<file path="config.mk">
export PLATFORM = sky130hd
export DESIGN_NAME = sw_word_loader_flat
export DESIGN_NICKNAME = d
export VERILOG_FILES = /design/src/rtl/sw_word_loader_if.sv /design/src/rtl/sw_word_loader.sv /design/src/flat_wrapper.sv
export SDC_FILE = /design/constraint.sdc
export NUM_CORES = 1
export LEC_CHECK = 0
export ABC_AREA = 1
export CAP_MARGIN = 0
export CORE_MARGIN = 4
export CORE_UTILIZATION = 35
export DETAILED_ROUTE_END_ITERATION = 10
export PLACE_DENSITY_LB_ADDON = 0.2
export SLEW_MARGIN = 10
export SYNTH_ARGS = -nofsm -noshare
export SYNTH_HDL_FRONTEND = slang
export SYNTH_SLANG_ARGS = --single-unit
</file>
<file path="constraint.sdc">
create_clock -name clk -period 2.4 [get_ports clk]
set_clock_uncertainty 0.1 [all_clocks]
set_input_delay 0.48 -clock clk [delete_from_list [all_inputs] [get_ports clk]]
set_output_delay 0.48 -clock clk [all_outputs]
set_load 0.005 [all_outputs]
</file>
<file path="src/rtl/sw_word_loader_if.sv">
// Front-panel bus between the switch/button panel and sw_word_loader.
// The panel side (master) drives btn/sw/sel and the loader (slave) returns
// the assembled words, the word-complete pulses and the current lane.
interface sw_word_loader_if;
    logic        btn;
    logic [7:0]  sw;
    logic [2:0]  sel;
    logic [31:0] douta;
    logic [31:0] doutb;
    logic        valid_a;
    logic        valid_b;
    logic [2:0]  lane;

    modport master (
        output btn, sw, sel,
        input  douta, doutb, valid_a, valid_b, lane
    );

    modport slave (
        input  btn, sw, sel,
        output douta, doutb, valid_a, valid_b, lane
    );
endinterface

</file>
<file path="src/rtl/sw_word_loader.sv">
// sw_word_loader: builds two 32-bit words byte by byte from 8 slide switches.
// A debounced push-button loads sw into the byte lane sel (lanes 0-3 -> douta,
// lanes 4-7 -> doutb). valid_a/valid_b pulse once when all four bytes of a word
// have been written since the previous pulse or reset.
// Optional feature macro: BYTE_AUTO_INC_EN -- sel is ignored and the lane is an
// internal pointer that advances after every load and wraps 7->0.
module sw_word_loader #(
    parameter int DEB_CYCLES = 500000,
    parameter int CNT_W      = 20
) (
    input  logic              clk,
    input  logic              rst,
    sw_word_loader_if.slave   bus
);

    logic             sync1_q, sync1_d;
    logic             btn_s_q, btn_s_d;
    logic             btn_db_q, btn_db_d;
    logic             btn_db_prev_q, btn_db_prev_d;
    logic [CNT_W-1:0] cnt_q, cnt_d;
    logic [31:0]      douta_q, douta_d;
    logic [31:0]      doutb_q, doutb_d;
    logic [3:0]       mask_a_q, mask_a_d;
    logic [3:0]       mask_b_q, mask_b_d;
    logic             valid_a_q, valid_a_d;
    logic             valid_b_q, valid_b_d;
    logic [2:0]       lane_q, lane_d;

    logic             load_stb;
    logic [2:0]       wr_lane;
    logic [3:0]       mask_new;

    // Two-flop synchroniser for the asynchronous button.
    always_comb begin
        sync1_d = bus.btn;
        btn_s_d = sync1_q;
    end

    // Debounce: accept a level change only after DEB_CYCLES consecutive
    // cycles of disagreement; any agreement restarts the count.
    always_comb begin
        btn_db_d      = btn_db_q;
        cnt_d         = '0;
        btn_db_prev_d = btn_db_q;
        if (btn_s_q != btn_db_q) begin
            if (cnt_q == CNT_W'(DEB_CYCLES - 1)) begin
                btn_db_d = btn_s_q;
                cnt_d    = '0;
            end else begin
                cnt_d = cnt_q + CNT_W'(1);
            end
        end
    end

    // One strobe per accepted press; release produces none.
    assign load_stb = btn_db_q & ~btn_db_prev_q;

`ifdef BYTE_AUTO_INC_EN
    assign wr_lane = lane_q;
`else
    assign wr_lane = bus.sel;
`endif

    // Byte write, mask tracking and word-complete pulse generation.
    always_comb begin
        douta_d   = douta_q;
        doutb_d   = doutb_q;
        mask_a_d  = mask_a_q;
        mask_b_d  = mask_b_q;
        valid_a_d = 1'b0;
        valid_b_d = 1'b0;
        mask_new  = 4'h0;
        if (load_stb) begin
            if (!wr_lane[2]) begin
                douta_d[{wr_lane[1:0], 3'b000} +: 8] = bus.sw;
                mask_new = mask_a_q | (4'b0001 << wr_lane[1:0]);
                if (mask_new == 4'hF) begin
                    mask_a_d  = 4'h0;
                    valid_a_d = 1'b1;
                end else begin
                    mask_a_d = mask_new;
                end
            end else begin
                doutb_d[{wr_lane[1:0], 3'b000} +: 8] = bus.sw;
                mask_new = mask_b_q | (4'b0001 << wr_lane[1:0]);
                if (mask_new == 4'hF) begin
                    mask_b_d  = 4'h0;
                    valid_b_d = 1'b1;
                end else begin
                    mask_b_d = mask_new;
                end
            end
        end
    end

    // Lane report: pointer that advances per load, or a registered copy of sel.
    always_comb begin
`ifdef BYTE_AUTO_INC_EN
        lane_d = load_stb ? lane_q + 3'd1 : lane_q;
`else
        lane_d = bus.sel;
`endif
    end

    // State register; reset overrides every other action.
    always_ff @(posedge clk) begin
        if (rst) begin
            sync1_q       <= 1'b0;
            btn_s_q       <= 1'b0;
            btn_db_q      <= 1'b0;
            btn_db_prev_q <= 1'b0;
            cnt_q         <= '0;
            douta_q       <= 32'h0;
            doutb_q       <= 32'h0;
            mask_a_q      <= 4'h0;
            mask_b_q      <= 4'h0;
            valid_a_q     <= 1'b0;
            valid_b_q     <= 1'b0;
            lane_q        <= 3'd0;
        end else begin
            sync1_q       <= sync1_d;
            btn_s_q       <= btn_s_d;
            btn_db_q      <= btn_db_d;
            btn_db_prev_q <= btn_db_prev_d;
            cnt_q         <= cnt_d;
            douta_q       <= douta_d;
            doutb_q       <= doutb_d;
            mask_a_q      <= mask_a_d;
            mask_b_q      <= mask_b_d;
            valid_a_q     <= valid_a_d;
            valid_b_q     <= valid_b_d;
            lane_q        <= lane_d;
        end
    end

    assign bus.douta   = douta_q;
    assign bus.doutb   = doutb_q;
    assign bus.valid_a = valid_a_q;
    assign bus.valid_b = valid_b_q;
    assign bus.lane    = lane_q;

endmodule

</file>
<file path="src/flat_wrapper.sv">
// flat-port wrapper written by rule: the top's interface ports become plain ports
module sw_word_loader_flat 
#(
    parameter int DEB_CYCLES = 500000,
    parameter int CNT_W      = 20
)
  (clk, rst, bus_btn, bus_sw, bus_sel, bus_douta, bus_doutb, bus_valid_a, bus_valid_b, bus_lane);
  sw_word_loader_if bus_i ();
  input  logic clk;
  input  logic rst;
  input wire logic [$bits(bus_i.btn)-1:0] bus_btn;
  input wire logic [$bits(bus_i.sw)-1:0] bus_sw;
  input wire logic [$bits(bus_i.sel)-1:0] bus_sel;
  output wire logic [$bits(bus_i.douta)-1:0] bus_douta;
  output wire logic [$bits(bus_i.doutb)-1:0] bus_doutb;
  output wire logic [$bits(bus_i.valid_a)-1:0] bus_valid_a;
  output wire logic [$bits(bus_i.valid_b)-1:0] bus_valid_b;
  output wire logic [$bits(bus_i.lane)-1:0] bus_lane;
  assign bus_i.btn = bus_btn;
  assign bus_i.sw = bus_sw;
  assign bus_i.sel = bus_sel;
  assign bus_douta = bus_i.douta;
  assign bus_doutb = bus_i.doutb;
  assign bus_valid_a = bus_i.valid_a;
  assign bus_valid_b = bus_i.valid_b;
  assign bus_lane = bus_i.lane;
  sw_word_loader #(.DEB_CYCLES(DEB_CYCLES), .CNT_W(CNT_W)) u_core (.clk(clk), .rst(rst), .bus(bus_i));
endmodule
</file>
# ---- After elaboration in Yosys (flattened, before gate mapping)
# Cells that the tools add are included.
dict set report classes {
  add_sub_neg 2
  n_mux 6
  n_shift 3
  n_bitwise 7
  reduce_logical 6
  eq_ne 4
}
# cell count
set op_table {}
lappend op_table {{32-bit bitwise mux} 2}
lappend op_table {{8-bit by 7-bit variable shift with 32-bit output (first input constant)} 1}
lappend op_table {{8-bit by 7-bit variable part select with 32-bit output} 1}
lappend op_table {{20-bit by 1-bit adder with 20-bit output (second input constant)} 1}
lappend op_table {{20-bit by 19-bit == test with 1-bit output (second input constant)} 1}
lappend op_table {{3-bit OR reduction} 3}
lappend op_table {{4-bit == test (second input constant)} 2}
lappend op_table {{4-bit two-way mux} 2}
lappend op_table {{4-bit bitwise OR} 2}
lappend op_table {{5-bit negation with 7-bit output} 1}
lappend op_table {{2-bit AND reduction} 3}
lappend op_table {{1-bit inverter} 4}
lappend op_table {{1-bit by 2-bit << shifter with 4-bit output (first input constant)} 1}
lappend op_table {{1-bit two-way mux} 2}
lappend op_table {{1-bit AND} 1}
lappend op_table {{1-bit != test} 1}
dict set report totals {
  elab_cells 40
  in_bits 14
  register_bits 101
}

# ---- Longest topological paths before layout
# Gate-level depths: netlist of the first run.
dict set report logic_depth {
  depth_word 4
  ltp_mapped 9
}

# ---- Worst setup path before layout of the first run
# OpenSTA, ideal clock, no wires.
dict set report synth_path {
  path_kind {input -> register}
  start {input bus_sel[0]}
  end {register u_core.doutb_q[6], in the netlist u_core.bus.doutb[6]}
  path_slack_ns 0.506
  path_stages 8
  arrival_ns 1.724
  setup_time_ns 0.070
  required_time_ns 2.230
  path_cell_list {buf_2 > inv_1 > ha_1 > buf_2 > nand2_1 > nor3_1 > nand2_1 > a21oi_1}
}
dict set report synth_via {
  elab_chain_len 3
  word_cells_on_any_way 4
  classes_between {1 x add/sub; 2 x shift; 1 x mux}
}
# item line_no
set synth_rtl {}
lappend synth_rtl {{from (decl)} flat_wrapper.sv:13} ;# input wire logic [$bits(bus_i.sel)-1:0] bus_sel;
lappend synth_rtl {{5-bit negation with 7-bit output (*)} sw_word_loader.sv:84} ;# doutb_d[{wr_lane[1:0], 3'b000} +: 8] = bus.sw;
lappend synth_rtl {{8-bit by 7-bit variable part select with 32-bit output / 8-bit by 7-bit variable shift with 32-bit output (equally long branches)} sw_word_loader.sv:84}
lappend synth_rtl {{32-bit bitwise mux (*)} sw_word_loader.sv:84}
lappend synth_rtl {{to (signal assigned)} sw_word_loader.sv:127} ;# doutb_q <= doutb_d;
lappend synth_rtl {{to (decl)} sw_word_loader.sv:22} ;# logic [31:0] doutb_q, doutb_d;
# Every way passes the cells marked *; elsewhere a longest branch is shown, timed or not.
# A chain may end at the register's enable or synchronous reset.

# ---- Worst setup path after layout of the first run
dict set report layout_path {
  start {input bus_sel[1]}
  end {register u_core.douta_q[7], in the netlist u_core.bus.douta[7]}
}
dict set report layout_via {
  elab_chain_len 3
  word_cells_on_any_way 4
  classes_between {1 x add/sub; 2 x shift; 1 x mux}
}
# item line_no
set layout_rtl {}
lappend layout_rtl {{5-bit negation with 7-bit output (*)} sw_word_loader.sv:75} ;# douta_d[{wr_lane[1:0], 3'b000} +: 8] = bus.sw;
lappend layout_rtl {{8-bit by 7-bit variable part select with 32-bit output / 8-bit by 7-bit variable shift with 32-bit output (equally long branches)} sw_word_loader.sv:75}
lappend layout_rtl {{32-bit bitwise mux (*)} sw_word_loader.sv:75}
lappend layout_rtl {{to (signal assigned)} sw_word_loader.sv:126} ;# douta_q <= douta_d;
lappend layout_rtl {{to (decl)} sw_word_loader.sv:21} ;# logic [31:0] douta_q, douta_d;
# Marked as above.

==> flow_summary.json, run 1 <==
{
  "synth_area_um2": 4200,
  "tightestPinTransition_ns": 0.494,
  "cts_resized": 0,
  "critPathRequiredTime_ns": 2.57,
  "placementRows": 39,
  "synthTopCellsByArea": "dfxtp_1 (48%), nand2_1 (12%), nor2_1 (9.7%)",
  "drv_slew": 0,
  "dieArea_um2": 13800,
  "netlist.area_leader.share_pct": 48.1,
  "grt-ovfl-total": 0,
  "power.leakage_nw": 1.90,
  "setup_slack_ns": 0.300,
  "clock-sinks": 101,
  "fin_nets": 689,
  "ios": 83,
  "syn-num-nets": 600,
  "synth_edf_count": 0,
  "numCtsBuffers": 9,
  "cp-startpoint": "bus_sel[1]",
  "synth_top_cell_by_area": "dfxtp_1",
  "place.gp.congestion": 0.872,
  "fmax_mhz": 476,
  "post-cts-setup-buffers": 0,
  "min_period_ns": 2.10,
  "async_flop_share_pct": 0,
  "synth-seq-cells": 101,
  "fin_crit_sh_pct": 87.5,
  "start_util_pct": 36.3,
  "cp.arrival_ns": 2.27,
  "die_w_um": 118,
  "grt_pass1_wl_um": 18300,
  "syn_inst": 578,
  "path_class": "primary input to register",
  "ys_warn_count": 0,
  "worst_setup_path_start_kind": "primary input",
  "p_total_mw": 3.16,
  "firstDrtPassIters": 5,
  "min_path_type": "register to register",
  "cts-htree-levels": 3,
  "cp_max_fo": 8,
  "first_global_vias": 3775,
  "layout-drive-gt1-share_pct": 5.81,
  "postSynthAreaPerCell_um2": 7.27,
  "cap_viol_max_count": 0,
  "status": "finished, final reports clean",
  "diodes": 0,
  "die_h_um": 118,
  "powerDensity_nw_per_um2": 575,
  "clk_pin_slew_worst_paths_ns": 0.07,
  "grt_antenna_before_repair": 0,
  "finalHoldWorstSlack_ns": 0.310,
  "postCtsHoldBufs": 0,
  "synthMostInstantiatedCell": "nand2_1",
  "dr_total_vias": 3970,
  "drc": 0,
  "relSlewSlack_pct": 67.0,
  "post-place-ws_ns": -0.0367,
  "rsz0062_at_grt": "no",
  "hold_violations": 0,
  "setup_violations": 0,
  "final_util_pct": 47.5,
  "ys.flop_type": "dfxtp_1",
  "end_kind": "register",
  "peakVddDrop_v": 0.000254,
  "cts_buffer_depth": 2,
  "worstHoldStart": "u_core.btn_s_d",
  "synthTopCellsByCount": "nand2_1 (139), nor2_1 (109), dfxtp_1 (101)",
  "root_buffer": "clkbuf_16",
  "ant_nets": 0,
  "drt-initial-drc-count": 205,
  "drt_wl_total_um": 11100,
  "core_area_um2": 11600,
  "rr_startpoint": "u_core.cnt_q[0]",
  "wl_per_cell_um": 13.7,
  "clkLatencyLatePin_ns": 0.34,
  "ys_seq_area_share_pct": 48.1,
  "syn_to_final_growth_pct": 30.6,
  "port_buffers": 82,
  "via_per_inst": 4.88,
  "ys_types": 29,
  "grt_usage_pct": 16.0,
  "hpwl_um": 8390,
  "finalSetupTns_ns": 0,
  "grt_max_degree": 46,
  "cts_tree": "done"
}
-- per-stage QoR --
stage               cell area, µm²  instances
floorplan                     4200        578
global placement              5230        799
detailed placement            5230        799
CTS                           5490        814
global route                  5490        814
finish                        5490        814
-- layer usage --
layer / vias up / global-route usage [%] / wire length [µm]
met3: 12 / 3.41 / 531
met4: 0 / 5.86 / 167
met1: 1813 / 20.7 / 5260
met2: 110 / 26.3 / 5160
li1: 2035 / - / -
met5: - / 0 / 0
-- final cells by class --
type | instances | area, µm²
clock buffer | 13 | 250
clock inverter | 2 | 10.0
fill | 1105 | 6080
inverter | 40 | 150
multi-input combinational | 419 | 1940
sequential | 101 | 2020
tap | 143 | 179
timing repair buffer | 96 | 933
-- power breakdown --
group          switching, mW  internal [mW]  total [mW]
Combinational          0.103         0.0523       0.156
Clock                  0.596          0.724        1.32
Sequential           0.00197           1.68        1.68
Total                  0.701           2.46        3.16
-- worst paths after layout --
| kind | end | slack [ns] | depth (start not counted) |
|---|---|---|---|
| setup / recovery | u_core.bus.douta[7] | 0.30 | 8 |
| hold / removal | u_core.btn_s_q | 0.31 | 2 |
| setup reg to reg | u_core.cnt_q[9] | 0.67 | 6 |
| hold reg to reg | u_core.btn_s_q | 0.31 | 2 |
-- state kept, by name, summed over array words and instances (netlist names), 3 cells and up --
| signal | cells |
|---|---|
| u_core.bus.doutb | 32 |
| u_core.mask_a_q | 4 |
| u_core.bus.douta | 32 |
| u_core.cnt_q | 20 |
| u_core.bus.lane | 3 |
| u_core.mask_b_q | 4 |
-- logic make-up (layout without fill, tap and decap cells) --
group / count (synthesis) / in the layout / share of synthesized area, %
and+or+nand+nor: 316 / 316 / 31.1
DFF: 101 / 101 / 48.1
AOI/OAI and AO/OA: 86 / 86 / 10.7
buffers and inverters: 58 / 151 / 5.78
xor gates and xnor gates: 9 / 9 / 1.88
adders and majority gates: 8 / 8 / 2.38
-- worst max-delay path, stage by stage --
cell             delay (ns)
clkdlybuf4s50_1        0.51
inv_1                  0.11
ha_1                   0.33
inv_1                  0.09
nand2_1                0.17
nor3_1                 0.33
nand2_1                0.11
a21oi_1                0.14
-- cells in the final DEF, fill, tap and decap left out, drive strengths merged, types with 4 or more instances in the layout --
master	instances
ha	8
clkbuf	13
nand3	38
xor2	6
buf	15
dfxtp	101
nor3	19
a21oi	61
nand2	142
inv	39
o21ai	19
nor2	110
o22ai	4
clkdlybuf4s50	81
Power figures use the tool's default switching activity.
==> run 2: changes to the inputs <==
==> constraint.sdc (replaced) <==
create_clock -name clk -period 1.89 [get_ports clk]
set_clock_uncertainty 0.1 [all_clocks]
set_input_delay 0.378 -clock clk [delete_from_list [all_inputs] [get_ports clk]]
set_output_delay 0.378 -clock clk [all_outputs]
set_load 0.005 [all_outputs]
==> flow_summary.json, run 2 (synthesis gave the netlist of run 1 again) <==
{
  "status": "finished, final reports clean",
  "drt-initial-drc-count": 213,
  "drc": 0,
  "diodes": 0,
  "place.gp.congestion": 0.873,
  "crit_path_cell_trace": "clkdlybuf4s50_1 > inv_2 > ha_4 > nand2_1 > nor3_2 > buf_4 > nand3_1 > a21oi_1",
  "grt_antenna_before_repair": 0,
  "final_common_cell": "nand2_1",
  "min_path_type": "register to register",
  "peakVddDrop_v": 0.000361,
  "critPathTopFamily": "buffers and inverters",
  "cts-htree-levels": 3,
  "die_h_um": 118,
  "tightestPinTransition_ns": 0.458,
  "critPathRequiredTime_ns": 2.06,
  "wl_per_cell_um": 13.7,
  "hold_violations": 0,
  "postCtsHoldBufs": 0,
  "nFillCells": 1109,
  "cts_resized": 4,
  "die_w_um": 118,
  "cp-startpoint": "bus_sel[1]",
  "fin_crit_sh_pct": 96.8,
  "setup_slack_ns": 0.0606,
  "first_global_vias": 3993,
  "rr_startpoint": "u_core.cnt_q[0]",
  "clkLatencyLatePin_ns": 0.34,
  "drt_wl_total_um": 11500,
  "cp.arrival_ns": 2.00,
  "hpwl_um": 8670,
  "numCtsBuffers": 9,
  "post-place-ws_ns": -0.420,
  "fin_nets": 712,
  "cp_slowest_cell": "clkdlybuf4s50_1",
  "core_area_um2": 11600,
  "highest_layer": "met4",
  "setup_violations": 0,
  "cp_max_fo": 4,
  "ant_nets": 0,
  "worst_setup_path_start_kind": "primary input",
  "layout_common_cells": "nand2_1 (135), nor2_1 (107), dfxtp_1 (101), clkdlybuf4s50_1 (81), a21oi_1 (61)",
  "post-cts-setup-buffers": 0,
  "powerDensity_nw_per_um2": 694,
  "placementRows": 39,
  "min_period_ns": 1.83,
  "dr_total_vias": 4089,
  "worstHoldStart": "u_core.btn_s_d",
  "start_util_pct": 36.3,
  "relSlewSlack_pct": 69.4,
  "clk_pin_slew_worst_paths_ns": 0.06,
  "grt_usage_pct": 16.6,
  "drv_slew": 0,
  "crit_buf_inv": 3,
  "wl_met2_um": 5460,
  "root_buffer": "clkbuf_16",
  "port_buffers": 82,
  "ios": 83,
  "fmax_mhz": 547,
  "via_per_inst": 4.89,
  "power.leakage_nw": 2.07,
  "final_util_pct": 50.6,
  "grt-ovfl-total": 0,
  "path_class": "primary input to register",
  "syn_to_final_growth_pct": 39.3,
  "dieArea_um2": 13800,
  "cap_viol_max_count": 0,
  "end_kind": "register",
  "grt_pass1_wl_um": 18900,
  "cts_tree": "done",
  "cts_buffer_depth": 2,
  "firstDrtPassIters": 5,
  "cpPeakStageDelay_ns": 0.52,
  "grt_max_degree": 46,
  "layout-drive-gt1-share_pct": 13.0,
  "m1WireLength_um": 5240,
  "rsz0062_at_grt": "no",
  "route.met3.wl_um": 613,
  "clock-sinks": 101
}
==> run 2: area by class of cell <==
class	count	area, µm²	area share (%)
Multi-Input combinational cell	419	2090	35.8
Sequential cell	101	2020	34.5
Timing Repair Buffer	119	1140	19.5
Clock buffer	13	250	4.28
Tap cell	143	179	3.06
Inverter	40	154	2.63
Clock inverter	2	10.0	0.171
==> run 2: routing by layer <==
| layer | global-route usage [%] | vias up |
|---|---|---|
| li1 | - | 2076 |
| met1 | 20.9 | 1885 |
| met3 | 4.42 | 15 |
| met5 | 0 | - |
| met4 | 5.64 | 0 |
| met2 | 27.5 | 113 |
==> run 2: stage by stage <==
stage | hold slack (ns) | setup TNS [ns] | instances | area (µm²) | total power, mW
2_1_floorplan | 0.288 | 0 | 578 | 4200 | 2.30
3_3_place_gp | 0.298 | -17.55 | 822 | 5440 | 2.41
3_5_place_dp | 0.302 | -20.07 | 822 | 5440 | 2.41
4_1_cts | 0.310 | -0.170 | 837 | 5720 | 4.07
5_1_grt | 0.329 | 0 | 837 | 5850 | 4.21
6_report | 0.301 | 0 | 837 | 5850 | 4.06
==> run 2: final timing paths <==
path,endpoint,slack (ns),cells past startpoint
min reg2reg,u_core.btn_s_q,0.30,2
min,u_core.btn_s_q,0.30,2
max,u_core.bus.doutb[23],0.06,8
max reg2reg,u_core.cnt_q[2],0.22,7
==> run 2: power by group <==
part | switching [mW] | leakage [nW] | internal [mW] | total, mW
sequential | 0.00255 | 0.814 | 2.13 | 2.14
clock | 0.747 | 0.129 | 0.918 | 1.67
combinational | 0.161 | 1.12 | 0.100 | 0.261
total | 0.910 | 2.07 | 3.15 | 4.06
==> run 2: tightest hold or removal path: stages, from the launching register on <==
cell and delay (ns):
dfxtp_1 0.30, inv_1 0.04, nor2_1 0.03
==> run 3: changes to the inputs <==
==> constraint.sdc (replaced) <==
create_clock -name clk -period 1.7 [get_ports clk]
set_clock_uncertainty 0.1 [all_clocks]
set_input_delay 0.34 -clock clk [delete_from_list [all_inputs] [get_ports clk]]
set_output_delay 0.34 -clock clk [all_outputs]
set_load 0.005 [all_outputs]
==> flow_summary.json, run 3 (synthesis gave the netlist of run 1 again) <==
{
  "status": "finished, final reports clean",
  "finalSetupTns_ns": 0,
  "port_buffers": 82,
  "worst_setup_path_start_kind": "register",
  "crit_path_cell_trace": "clkdlybuf4s50_1",
  "p_total_mw": 4.59,
  "postCtsHoldBufs": 0,
  "cp.arrival_ns": 1.23,
  "min_period_ns": 1.67,
  "path_class": "register to primary output",
  "root_buffer": "clkbuf_16",
  "layout-drive-gt1-share_pct": 16.2,
  "crit_buf_inv": 1,
  "drt_wl_total_um": 11600,
  "fmax_mhz": 601,
  "setup_violations": 0,
  "clock-sinks": 101,
  "diodes": 0,
  "ant_nets": 0,
  "layout_common_cells": "nand2_1 (131), nor2_1 (101), dfxtp_1 (98), clkdlybuf4s50_1 (79), a21oi_1 (58)",
  "r2r-end": "u_core.cnt_q[6]",
  "cp_slowest_cell": "clkdlybuf4s50_1",
  "cap_viol_max_count": 0,
  "final_util_pct": 51.1,
  "place.gp.congestion": 0.852,
  "hold_violations": 0,
  "peakVddDrop_v": 0.000365,
  "min_to": "u_core.bus.doutb[30]",
  "critPathRequiredTime_ns": 1.26,
  "die_h_um": 118,
  "hpwl_um": 8680,
  "relSlewSlack_pct": 67.0,
  "critPathTopFamily": "buffers and inverters",
  "core_area_um2": 11600,
  "drt-initial-drc-count": 182,
  "firstDrtPassIters": 6,
  "placementRows": 39,
  "fin_crit_sh_pct": 98.0,
  "numCtsBuffers": 9,
  "end_kind": "primary output",
  "fin_nets": 711,
  "worstHoldStart": "rst",
  "via_per_inst": 4.89,
  "power.leakage_nw": 2.07,
  "grt_antenna_before_repair": 0,
  "die_w_um": 118,
  "dieArea_um2": 13800,
  "powerDensity_nw_per_um2": 776,
  "first_global_vias": 4053,
  "grt_usage_pct": 16.7,
  "r2r_cells": 7,
  "ios": 83,
  "rr_startpoint": "u_core.cnt_q[0]",
  "min_path_type": "primary input to register",
  "grt_max_degree": 47,
  "cts-htree-levels": 3,
  "cp_max_fo": 2,
  "grt_pass1_wl_um": 19100,
  "whs_path_depth": 3,
  "r2r_slack_ns": 0.16,
  "wl_per_cell_um": 13.9,
  "clk_pin_slew_worst_paths_ns": 0.07,
  "cpPeakStageDelay_ns": 0.52,
  "start_util_pct": 36.3,
  "tightestPinTransition_ns": 0.495,
  "grt-ovfl-total": 0,
  "cts_buffer_depth": 2,
  "syn_to_final_growth_pct": 40.7,
  "drc": 0,
  "rsz0062_at_grt": "no",
  "cts_tree": "done",
  "dr_total_vias": 4085,
  "clkLatencyLatePin_ns": 0.34,
  "final_common_cell": "nand2_1",
  "drv_slew": 0
}
-- run 3: changes by cell type in the layout (fill, tap and decap cells not counted), sizes merged --
cell / change
clkdlybuf4s50: -2
clkinvlp: +2
dlymetal6s2s: +2
clkinv: +1
buf: -1
clkbuf: -3
-- run 3: repair_timing --
| item | CTS | global route |
|---|---|---|
| pin swaps | 2 | 2 |
| gates resized for setup | 36 | 27 |
| setup endpoints to repair | 62 | 58 |
| setup buffers | 0 | 0 |
| cloned | 0 | 0 |
-- run 3: worst max-delay path by stage --
stage,startpoint,to,slack (ns),cells past startpoint
after global routing,u_core.bus.douta[7],bus_douta[7],0.003,1
after CTS,bus_sel[1],u_core.bus.douta[22],0.001,9
after global placement,bus_sel[1],u_core.bus.douta[24],-0.50,8
after floorplan,bus_sel[0],u_core.bus.doutb[6],0.02,8
after detailed placement,bus_sel[1],u_core.bus.douta[24],-0.56,8
final,u_core.bus.douta[4],bus_douta[4],0.03,1
-- run 3: cell type report --
class	count	area, µm²
fillers	1097	5650
multi-input cells	419	2160
flip-flops and latches	101	2030
repair buffers	118	1120
clock buffers	10	239
well taps	143	179
inverters	40	154
clock inverters	5	37.5
-- run 3: power breakdown --
part,leakage (nW),switching (mW),internal (mW),total (mW)
logic,1.13,0.191,0.112,0.302
registers,0.816,0.00299,2.37,2.37
clock network,0.131,0.886,1.03,1.91
total,2.07,1.08,3.51,4.59
-- run 3: metrics by stage --
step	setup WS [ns]	hold WS (ns)	instance area, µm²	cells
after floorplan	0.0179	0.288	4200	578
after global placement	-0.499	0.299	5410	821
after detailed placement	-0.558	0.308	5410	821
after CTS	0.000980	0.298	5820	836
after global routing	0.00279	0.315	5910	836
final	0.0348	0.308	5910	836
-- run 3: layer usage --
metal,GRT usage [%],part of all wire (%),up-vias
met1,21.3,45,1889
met2,27.2,47,109
met3,3.84,5.5,17
met4,6.74,2.0,0
met5,0,0,-
li1,-,-,2070
